**config.mk**
```make
export PLATFORM = sky130hd
export DESIGN_NAME = cluster_soc_evt_fifo
export DESIGN_NICKNAME = d
export VERILOG_FILES = /design/src/rtl/cluster_soc_evt_fifo.sv
export SDC_FILE = /design/constraint.sdc
export NUM_CORES = 1
export LEC_CHECK = 0
export ABC_AREA = 1
export BUFFER_PORTS_ARGS = -buffer_cell sky130_fd_sc_hd__buf_2
export CAP_MARGIN = 10
export CELL_PAD_IN_SITES_DETAIL_PLACEMENT = 2
export CELL_PAD_IN_SITES_GLOBAL_PLACEMENT = 2
export CORE_ASPECT_RATIO = 1.1
export CORE_MARGIN = 2
export CORE_UTILIZATION = 32
export DETAILED_ROUTE_END_ITERATION = 10
export PLACE_DENSITY_LB_ADDON = 0.05
export SLEW_MARGIN = 20
export SYNTH_ARGS = -nofsm -noshare
export SYNTH_HDL_FRONTEND = slang
export SYNTH_SLANG_ARGS = --single-unit
```
**constraint.sdc**
```tcl
create_clock -name clk_i -period 3.1 [get_ports clk_i]
set_input_delay 0.465 -clock clk_i [delete_from_list [all_inputs] [get_ports clk_i]]
set_output_delay 0.465 -clock clk_i [all_outputs]
set_load 0.005 [all_outputs]
```
**src/rtl/cluster_soc_evt_fifo.sv**
```systemverilog
// SoC peripheral event buffer in front of the cluster event unit.
// Overflowing events are dropped and counted; status/control is reachable over a peripheral-bus slave plug.
module cluster_soc_evt_fifo #(
    parameter int EVNT_WIDTH = 8,
    parameter int DEPTH      = 8,
    parameter int ID_WIDTH   = 9,
    parameter int CNT_WIDTH  = 16
) (
    input  logic                  clk_i,
    input  logic                  rst_ni,

    input  logic                  evt_valid_i,
    input  logic [EVNT_WIDTH-1:0] evt_data_i,

    output logic                  soc_periph_evt_valid_o,
    input  logic                  soc_periph_evt_ready_i,
    output logic [EVNT_WIDTH-1:0] soc_periph_evt_data_o,

    input  logic                  cfg_req_i,
    output logic                  cfg_gnt_o,
    input  logic [31:0]           cfg_add_i,
    input  logic                  cfg_wen_i,
    input  logic [31:0]           cfg_wdata_i,
    input  logic [3:0]            cfg_be_i,
    input  logic [ID_WIDTH-1:0]   cfg_id_i,
    output logic                  cfg_r_valid_o,
    output logic [31:0]           cfg_r_rdata_o,
    output logic                  cfg_r_opc_o,
    output logic [ID_WIDTH-1:0]   cfg_r_id_o
);

    localparam int AW = $clog2(DEPTH);
    localparam int PW = AW + 1;

    localparam logic [1:0] REG_STATUS    = 2'd0;
    localparam logic [1:0] REG_DROP_CNT  = 2'd1;
    localparam logic [1:0] REG_CTRL      = 2'd2;
    localparam logic [1:0] REG_LAST_DROP = 2'd3;

    localparam logic [31:0] ERR_RDATA = 32'hDEADB33F;

    logic [EVNT_WIDTH-1:0] mem_reg [DEPTH];
    logic [PW-1:0]         wr_ptr_reg;
    logic [PW-1:0]         rd_ptr_reg;
    logic                  en_reg;
    logic [CNT_WIDTH-1:0]  drop_cnt_reg;
    logic [EVNT_WIDTH-1:0] last_drop_reg;

    logic                  r_valid_reg;
    logic                  r_opc_reg;
    logic [31:0]           r_rdata_reg;
    logic [ID_WIDTH-1:0]   r_id_reg;

    logic [PW-1:0]         count;
    logic                  full;
    logic                  empty;

    logic                  cfg_err;
    logic [1:0]            reg_sel;
    logic                  cfg_wr;
    logic                  flush;
    logic                  cnt_clr;
    logic                  en_wr;

    logic                  do_pop;
    logic                  do_push;
    logic                  do_drop;
    logic [DEPTH-1:0]      wr_sel;
    logic [31:0]           rd_mux;
    logic [31:0]           r_rdata_next;

    // Pointers carry one extra wrap bit so full and empty stay distinguishable.
    assign count = wr_ptr_reg - rd_ptr_reg;
    assign full  = (count == PW'(DEPTH));
    assign empty = (count == '0);

    assign soc_periph_evt_valid_o = !empty;
    assign soc_periph_evt_data_o  = mem_reg[rd_ptr_reg[AW-1:0]];

    assign cfg_err = |cfg_add_i[11:4];
    assign reg_sel = cfg_add_i[3:2];
    assign cfg_wr  = cfg_req_i && !cfg_wen_i && !cfg_err;
    assign flush   = cfg_wr && (reg_sel == REG_CTRL) && cfg_be_i[0] && cfg_wdata_i[1];
    assign cnt_clr = cfg_wr && (reg_sel == REG_DROP_CNT);
    assign en_wr   = cfg_wr && (reg_sel == REG_CTRL) && cfg_be_i[0];

    // A flush cycle swallows any push, pop or drop happening alongside it.
    assign do_pop  = !empty && soc_periph_evt_ready_i && !flush;
    assign do_push = en_reg && evt_valid_i && (!full || do_pop) && !flush;
    assign do_drop = en_reg && evt_valid_i && full && !do_pop && !flush;

    generate
        for (genvar gi = 0; gi < DEPTH; gi++) begin : g_wr_sel
            assign wr_sel[gi] = do_push && (wr_ptr_reg[AW-1:0] == AW'(gi));
        end
    endgenerate

    always_ff @(posedge clk_i or negedge rst_ni) begin
        if (!rst_ni) begin
            for (int i = 0; i < DEPTH; i++) begin
                mem_reg[i] <= '0;
            end
        end else begin
            for (int i = 0; i < DEPTH; i++) begin
                if (wr_sel[i]) begin
                    mem_reg[i] <= evt_data_i;
                end
            end
        end
    end

    always_ff @(posedge clk_i or negedge rst_ni) begin
        if (!rst_ni) begin
            wr_ptr_reg <= '0;
            rd_ptr_reg <= '0;
        end else if (flush) begin
            wr_ptr_reg <= '0;
            rd_ptr_reg <= '0;
        end else begin
            if (do_push) begin
                wr_ptr_reg <= wr_ptr_reg + 1'b1;
            end
            if (do_pop) begin
                rd_ptr_reg <= rd_ptr_reg + 1'b1;
            end
        end
    end

    // A clear racing a drop leaves exactly that one drop counted.
    always_ff @(posedge clk_i or negedge rst_ni) begin
        if (!rst_ni) begin
            drop_cnt_reg  <= '0;
            last_drop_reg <= '0;
        end else begin
            if (cnt_clr) begin
                drop_cnt_reg <= do_drop ? CNT_WIDTH'(1) : '0;
            end else if (do_drop && !(&drop_cnt_reg)) begin
                drop_cnt_reg <= drop_cnt_reg + 1'b1;
            end
            if (do_drop) begin
                last_drop_reg <= evt_data_i;
            end
        end
    end

    always_ff @(posedge clk_i or negedge rst_ni) begin
        if (!rst_ni) begin
            en_reg <= 1'b1;
        end else if (en_wr) begin
            en_reg <= cfg_wdata_i[0];
        end
    end

    always_comb begin
        rd_mux = '0;
        case (reg_sel)
            REG_STATUS: begin
                rd_mux[31]   = full;
                rd_mux[30]   = empty;
                rd_mux[15:0] = 16'(count);
            end
            REG_DROP_CNT:  rd_mux = 32'(drop_cnt_reg);
            REG_CTRL:      rd_mux = {31'b0, en_reg};
            REG_LAST_DROP: rd_mux = 32'(last_drop_reg);
            default:       rd_mux = '0;
        endcase
    end

    always_comb begin
        r_rdata_next = '0;
        if (cfg_req_i) begin
            if (cfg_err) begin
                r_rdata_next = ERR_RDATA;
            end else if (cfg_wen_i) begin
                r_rdata_next = rd_mux;
            end
        end
    end

    // Grant is immediate, so the response always lands exactly one cycle after the request.
    assign cfg_gnt_o = cfg_req_i;

    always_ff @(posedge clk_i or negedge rst_ni) begin
        if (!rst_ni) begin
            r_valid_reg <= 1'b0;
            r_opc_reg   <= 1'b0;
            r_rdata_reg <= '0;
            r_id_reg    <= '0;
        end else begin
            r_valid_reg <= cfg_req_i;
            r_opc_reg   <= cfg_req_i && cfg_err;
            r_rdata_reg <= r_rdata_next;
            if (cfg_req_i) begin
                r_id_reg <= cfg_id_i;
            end
        end
    end

    assign cfg_r_valid_o = r_valid_reg;
    assign cfg_r_opc_o   = r_opc_reg;
    assign cfg_r_rdata_o = r_rdata_reg;
    assign cfg_r_id_o    = r_id_reg;

    logic unused_cfg_bits;
    assign unused_cfg_bits = ^{cfg_add_i[31:12], cfg_add_i[1:0], cfg_wdata_i[31:2], cfg_be_i[3:1]};

endmodule

```
# ---- Word level (Yosys, flattened, before mapping)
# Cells that the tools add are included.
dict set report totals {
  ff_bits 140
  out_inout_bits 53
  elab_cells 90
}
dict set report classes {
  addsub 4
  order_cmp 1
  eq_ne 11
  mux 15
  bitwise_logic 1
  reduce_logical 41
}
# cell n
set ops {}
lappend ops {{2-to-1 mux 32 bit} 3}
lappend ops {{one-hot mux 16 bit (4 select lines)} 1}
lappend ops {{2-to-1 mux 16 bit} 2}
lappend ops {{binary-select mux 8 bit (select 3 bit)} 1}
lappend ops {{logical AND 1 bit} 24}
lappend ops {{adder 16 x 1 -> 16 bit, second input constant} 1}
lappend ops {{2-to-1 mux 4 bit} 4}
lappend ops {{2-to-1 mux 8 bit} 2}
lappend ops {{AND reduction 16 bit} 1}
lappend ops {{equality test 3 bit, second input constant} 4}
lappend ops {{adder 4 x 1 -> 4 bit, second input constant} 2}
lappend ops {{OR reduction 8 bit} 1}
lappend ops {{zero test 1 bit} 7}
lappend ops {{equality test 3 x 2 -> 1 bit, second input constant} 2}
lappend ops {{nonzero test 2 bit} 3}
lappend ops {{equality test 2 bit, second input constant} 2}
lappend ops {{equality test 4 bit, second input constant} 1}
lappend ops {{greater-or-equal comparator 4 bit, second input constant} 1}
lappend ops {{zero test 4 bit} 1}
lappend ops {{NOT 3 -> 4 bit} 1}
lappend ops {{one-hot mux 2 bit (2 select lines)} 1}
lappend ops {{subtractor 4 bit} 1}
lappend ops {{equality test 3 x 1 -> 1 bit, second input constant} 1}
lappend ops {{zero test 3 bit} 1}
lappend ops {{other kinds (5)} 5}

# ---- Depth between registers and ports, before layout
dict set report depth {
  word_depth 14
  mapped_depth 17
  ltp_nobuf 16
}

# ---- Worst setup path after synthesis
# OpenSTA, ideal clock, no wires.
dict set report synth_timing {
  kind {reg2reg}
  startpoint {reg rd_ptr_reg[1]}
  endpoint {reg drop_cnt_reg[10]}
  setup_ns 0.123
  t_arrival_ns 2.405
  required_ns 2.977
  setup_slack_ns 0.572
  path_stages_with_launch 16
  n_path_buf 3
  synth_period_minus_slack_ns 2.528
  cell_sequence {dfrtp_1 -> clkbuf_1 -> inv_1 -> buf_1 -> fa_1 -> nor2_1 -> nor2_1 -> nor2_2 -> nand3_2 -> inv_2 -> nand2_2 -> nor2_8 -> nand2_4 -> nand2_4 -> buf_8 -> o21ai_1}
}
dict set report synth_between {
  elab_chain_len 10
  word_cells_on_any_way 12
  classes_between {add/sub (1); eq/ne (1); reduce/logical (10)}
}
# item line_no
set synth_lines {}
lappend synth_lines {{from (decl)} 44} ;# logic [PW-1:0] rd_ptr_reg;
lappend synth_lines {{from (signal assigned)} 124} ;# rd_ptr_reg <= rd_ptr_reg + 1'b1;
lappend synth_lines {{subtractor 4 bit *} 73} ;# assign count = wr_ptr_reg - rd_ptr_reg;
lappend synth_lines {{zero test 4 bit} 75} ;# assign empty = (count == '0);
lappend synth_lines {{zero test 1 bit} 88} ;# assign do_pop = !empty && soc_periph_evt_ready_i && !flush;
lappend synth_lines {{logical AND 1 bit (2 in series)} 88}
lappend synth_lines {{zero test 1 bit} 90} ;# assign do_drop = en_reg && evt_valid_i && full && !do_pop && !flush;
lappend synth_lines {{logical AND 1 bit * (2 in series)} 90}
lappend synth_lines {{logical AND 1 bit *} 137} ;# end else if (do_drop && !(&drop_cnt_reg)) begin
lappend synth_lines {{nonzero test 2 bit (no line) *} n/a}
lappend synth_lines {{to (signal assigned)} 136} ;# drop_cnt_reg <= do_drop ? CNT_WIDTH'(1) : '0;
lappend synth_lines {{to (signal assigned)} 138} ;# drop_cnt_reg <= drop_cnt_reg + 1'b1;
lappend synth_lines {{to (decl)} 46} ;# logic [CNT_WIDTH-1:0] drop_cnt_reg;
# Every way passes the cells marked *; elsewhere a longest branch is shown, timed or not.
# A chain may end at the register's enable or synchronous reset.

# ---- Final worst setup path
dict set report layout_timing {
  startpoint {reg wr_ptr_reg[0]}
  endpoint {reg mem_reg[60] in the netlist's numbering}
}
dict set report layout_between {
  elab_chain_len 9
  word_cells_on_any_way 12
  classes_between {add/sub (1); eq/ne (1); reduce/logical (10)}
}
# item line_no
set layout_lines {}
lappend layout_lines {{from (decl)} 43} ;# logic [PW-1:0] wr_ptr_reg;
lappend layout_lines {{from (signal assigned)} 121} ;# wr_ptr_reg <= wr_ptr_reg + 1'b1;
lappend layout_lines {{subtractor 4 bit} 73}
lappend layout_lines {{zero test 4 bit} 75}
lappend layout_lines {{zero test 1 bit} 88}
lappend layout_lines {{logical AND 1 bit (2 in series)} 88}
lappend layout_lines {{logical OR 1 bit} 89} ;# assign do_push = en_reg && evt_valid_i && (!full || do_pop) && !flush;
lappend layout_lines {{logical AND 1 bit (2 in series)} 89}
lappend layout_lines {{logical AND 1 bit *} 94} ;# assign wr_sel[gi] = do_push && (wr_ptr_reg[AW-1:0] == AW'(gi));
lappend layout_lines {{to (signal, indexed assignment)} 106} ;# mem_reg[i] <= evt_data_i;
lappend layout_lines {{to (decl)} 42} ;# logic [EVNT_WIDTH-1:0] mem_reg [DEPTH];
# Marked as above.

==> results.tsv <==
metric	value	unit
cts_tree	built	
postLayoutCoreUtil	0.386	
dieWidth	142	µm
ant_nets	0	
grt_pass1_vias	6695	
die_h	155	µm
synth_edf_count	0	
crit_start	wr_ptr_reg[0]	
initial_utilization	0.326	
largest_register_ffs	64	
vias_per_cell	5.33	
min_path_cells	3	
htreeDepth	4	
drc	0	
drt-initial-drc-count	218	
startpoint_type	flip-flop	
grtUsageTotal	0.222	
r2r_slack	0.27	ns
grt_pass1_wl	37600	µm
yosysTopAreaCell	dfrtp_1	
vias	6146	
setup.worst_path.end	mem_reg[60]	
fmax	353	MHz
place_area	7240	µm²
holdWs	0.247	ns
final-hold-violation-count	0	
cp_num_cells	14	
synth.avg_cell_area	8.17	µm²
gp_congestion	0.853	
crit_buf_inv	3	
status	complete, no violations	
antenna_found_initial	0	
critical_path.max_fanout	9	
synth_cells	817	
p_per_area	678	nW/µm²
final_nets	987	
path_delay_family	simple AND/OR/NAND/NOR gates	
rsz0062_at_grt	false	
crit_slowest_cell	dfrtp_1	
core.rowCount	55	
postLayoutCellArea	7910	µm²
critPathMaxStageDelay	0.42	ns
grt_max_degree	70	
setup_viol	0	
synth_top_cell_area_share	0.469	
async_reset_ff_frac	1.00	
clock-skew-final	0.00752	ns
core-area	20500	µm²
n_antenna_cell	0	
clock_latency	0.42	ns
path_cells	inv_1, ha_1, inv_2, fa_1, nand2_1, inv_1, nor2_1, nor2_2, nand3_4, nand3_4, nand2_2, nand4_1, nand2_1, nand2_1	
rr_endpoint	mem_reg[60]	
ys.flop_type	dfrtp_1	
min-delay-start	cfg_id_i[5]	
ctsRootBufferMaster	clkbuf_16	
fin_crit_sh	0.914	
path_clk_slew	0.06	ns
worstReg2RegStart	wr_ptr_reg[0]	
overflow	0	
ys_seq_area_frac	0.472	
cts_sinks	126	
relSlewSlack	0.514	
hold_path.class	in -> reg	
area_growth	18.5	%
drv_slew	0	
die_area	22000	µm²
drv_cap	0	
p_leak	3.99	nW
synth-seq-cells	126	
cp_common_cell	nand2_1	
worst_pin_slew	0.727	ns
arrival	3.14	ns
numCtsBuffers	17	
drt-pass1-iter-count	4	
dp_hpwl	16500	µm
synth.area.top_cells	dfrtp_1, nand2_1, nand4_1	
yosysWarningCount	0	
drive_gt1_frac	0.194	
cts_buffer_depth	2	
ios	144	
critPathRequiredTime	3.41	ns
cp-end-kind	flip-flop	
avgRoutedWirePerCell	20.5	µm
rr_worst_depth	14	
tns	0	ns
critPathKind	reg -> reg	
layout_min_cycle_time	2.83	ns
syn-cell-area	6680	µm²
ir_drop	0.375	mV
io_buffers	83	
finalPower	5.36	mW
netlist-cell-type-count	45	
routed_wl	23600	µm
-- per-stage QoR --
stage          std cells  setup slack, ns
2_1_floorplan        821            0.572
3_3_place_gp        1117            0.334
3_5_place_dp        1117            0.175
4_1_cts             1150            0.168
5_1_grt             1153          0.00663
6_report            1153            0.266
-- cell families after synthesis --
logic type      count (synthesis)  share of synthesized area
buf+inv                       110                     0.0806
fa+ha+maj                      12                     0.0236
simple gates                  461                      0.321
flops                         126                      0.472
compound gates                 92                     0.0819
xor+xnor                       14                     0.0184
other cells                     1                   0.000562
mux                             1                    0.00169
-- routing by layer --
layer / global-route usage / part of all wire / vias to the layer above
met5: 0 / 0 / -
met4: 0.0733 / 0.021 / 0
met3: 0.0305 / 0.027 / 30
met2: 0.406 / 0.53 / 119
met1: 0.268 / 0.42 / 3139
li1: - / - / 2858
-- power by group --
group / internal, mW / total [mW] / switching, mW
clock network: 1.41 / 2.18 / 0.769
logic: 0.478 / 1.44 / 0.960
registers: 1.70 / 1.75 / 0.0440
-- Yosys cell counts, types with 2 or more instances --
library cell and number:
nor3_1 11, a31oi_1 8, buf_6 6, nor4_1 2, nand2_2 5, a21oi_1 4, nand3_1 19, dfrtp_1 125
nand2_1 231, nand4_1 88, o21ai_2 8, ha_1 11, nor2_2 3, nor2_1 86, nand2_4 4, o22ai_1 9
clkbuf_1 31, o21ai_0 50, a221oi_1 2, o31ai_1 3, xor2_1 13, clkinv_1 5, inv_2 6, nand3_4 2
nand3_2 4, a211oi_1 2, inv_1 39, buf_2 4, o211ai_1 3, buf_4 17, nor3_2 2
-- worst reg2reg max path, delay by kind of cell, from the launching register on --
kind                       cells  cell delay [ns]
DFF                            1             0.42
buffers and inverters          3             0.26
and+or+nand+nor                9             1.46
adders and majority gates      2             0.58
-- worst min-delay path by stage --
stage                               end
final                     cfg_r_id_o[5]
after global routing      cfg_r_id_o[5]
after CTS                 cfg_r_id_o[5]
after detailed placement  cfg_r_id_o[1]
after global placement    cfg_r_id_o[1]
after floorplan           cfg_r_id_o[0]
-- cell type report --
type / instances / area (µm²)
Fill cell: 2346 / 12600
Sequential cell: 126 / 3150
Multi-Input combinational cell: 585 / 3010
Timing Repair Buffer: 104 / 603
Clock buffer: 22 / 474
Tap cell: 256 / 320
Inverter: 50 / 188
Clock inverter: 10 / 160
-- layout by cell type, fill, tap and decap left out, types with 3 or more instances in the layout --
cell type and instances:
inv_1 39, nand2_4 4, dfrtp_1 125, nand2_1 231
o21ai_0 50, nor2_2 3, xor2_1 13, ha_1 11
clkbuf_8 3, nand3_1 18, nand4_1 88, nand3_2 5
bufinv_16 4, clkinv_1 5, a31oi_1 8, clkinvlp_4 4
conb_1 5, a21oi_1 4, inv_2 6, nand2_2 5
buf_2 82, o22ai_1 9, buf_4 19, o21ai_2 8
o31ai_1 3, o211ai_1 3, nor3_1 11, clkbuf_16 17
nor2_1 86
-- what timing repair did --
| item | 4_1_cts | 5_1_grt |
|---|---|---|
| endpoints found under the setup margin | 0 | 11 |
| hold buffers | 1 | 0 |
| resized for setup | 0 | 0 |
| setup buffers | 0 | 3 |
| hold endpoints to repair | 9 | 0 |
(Power assumes the default switching activity.)
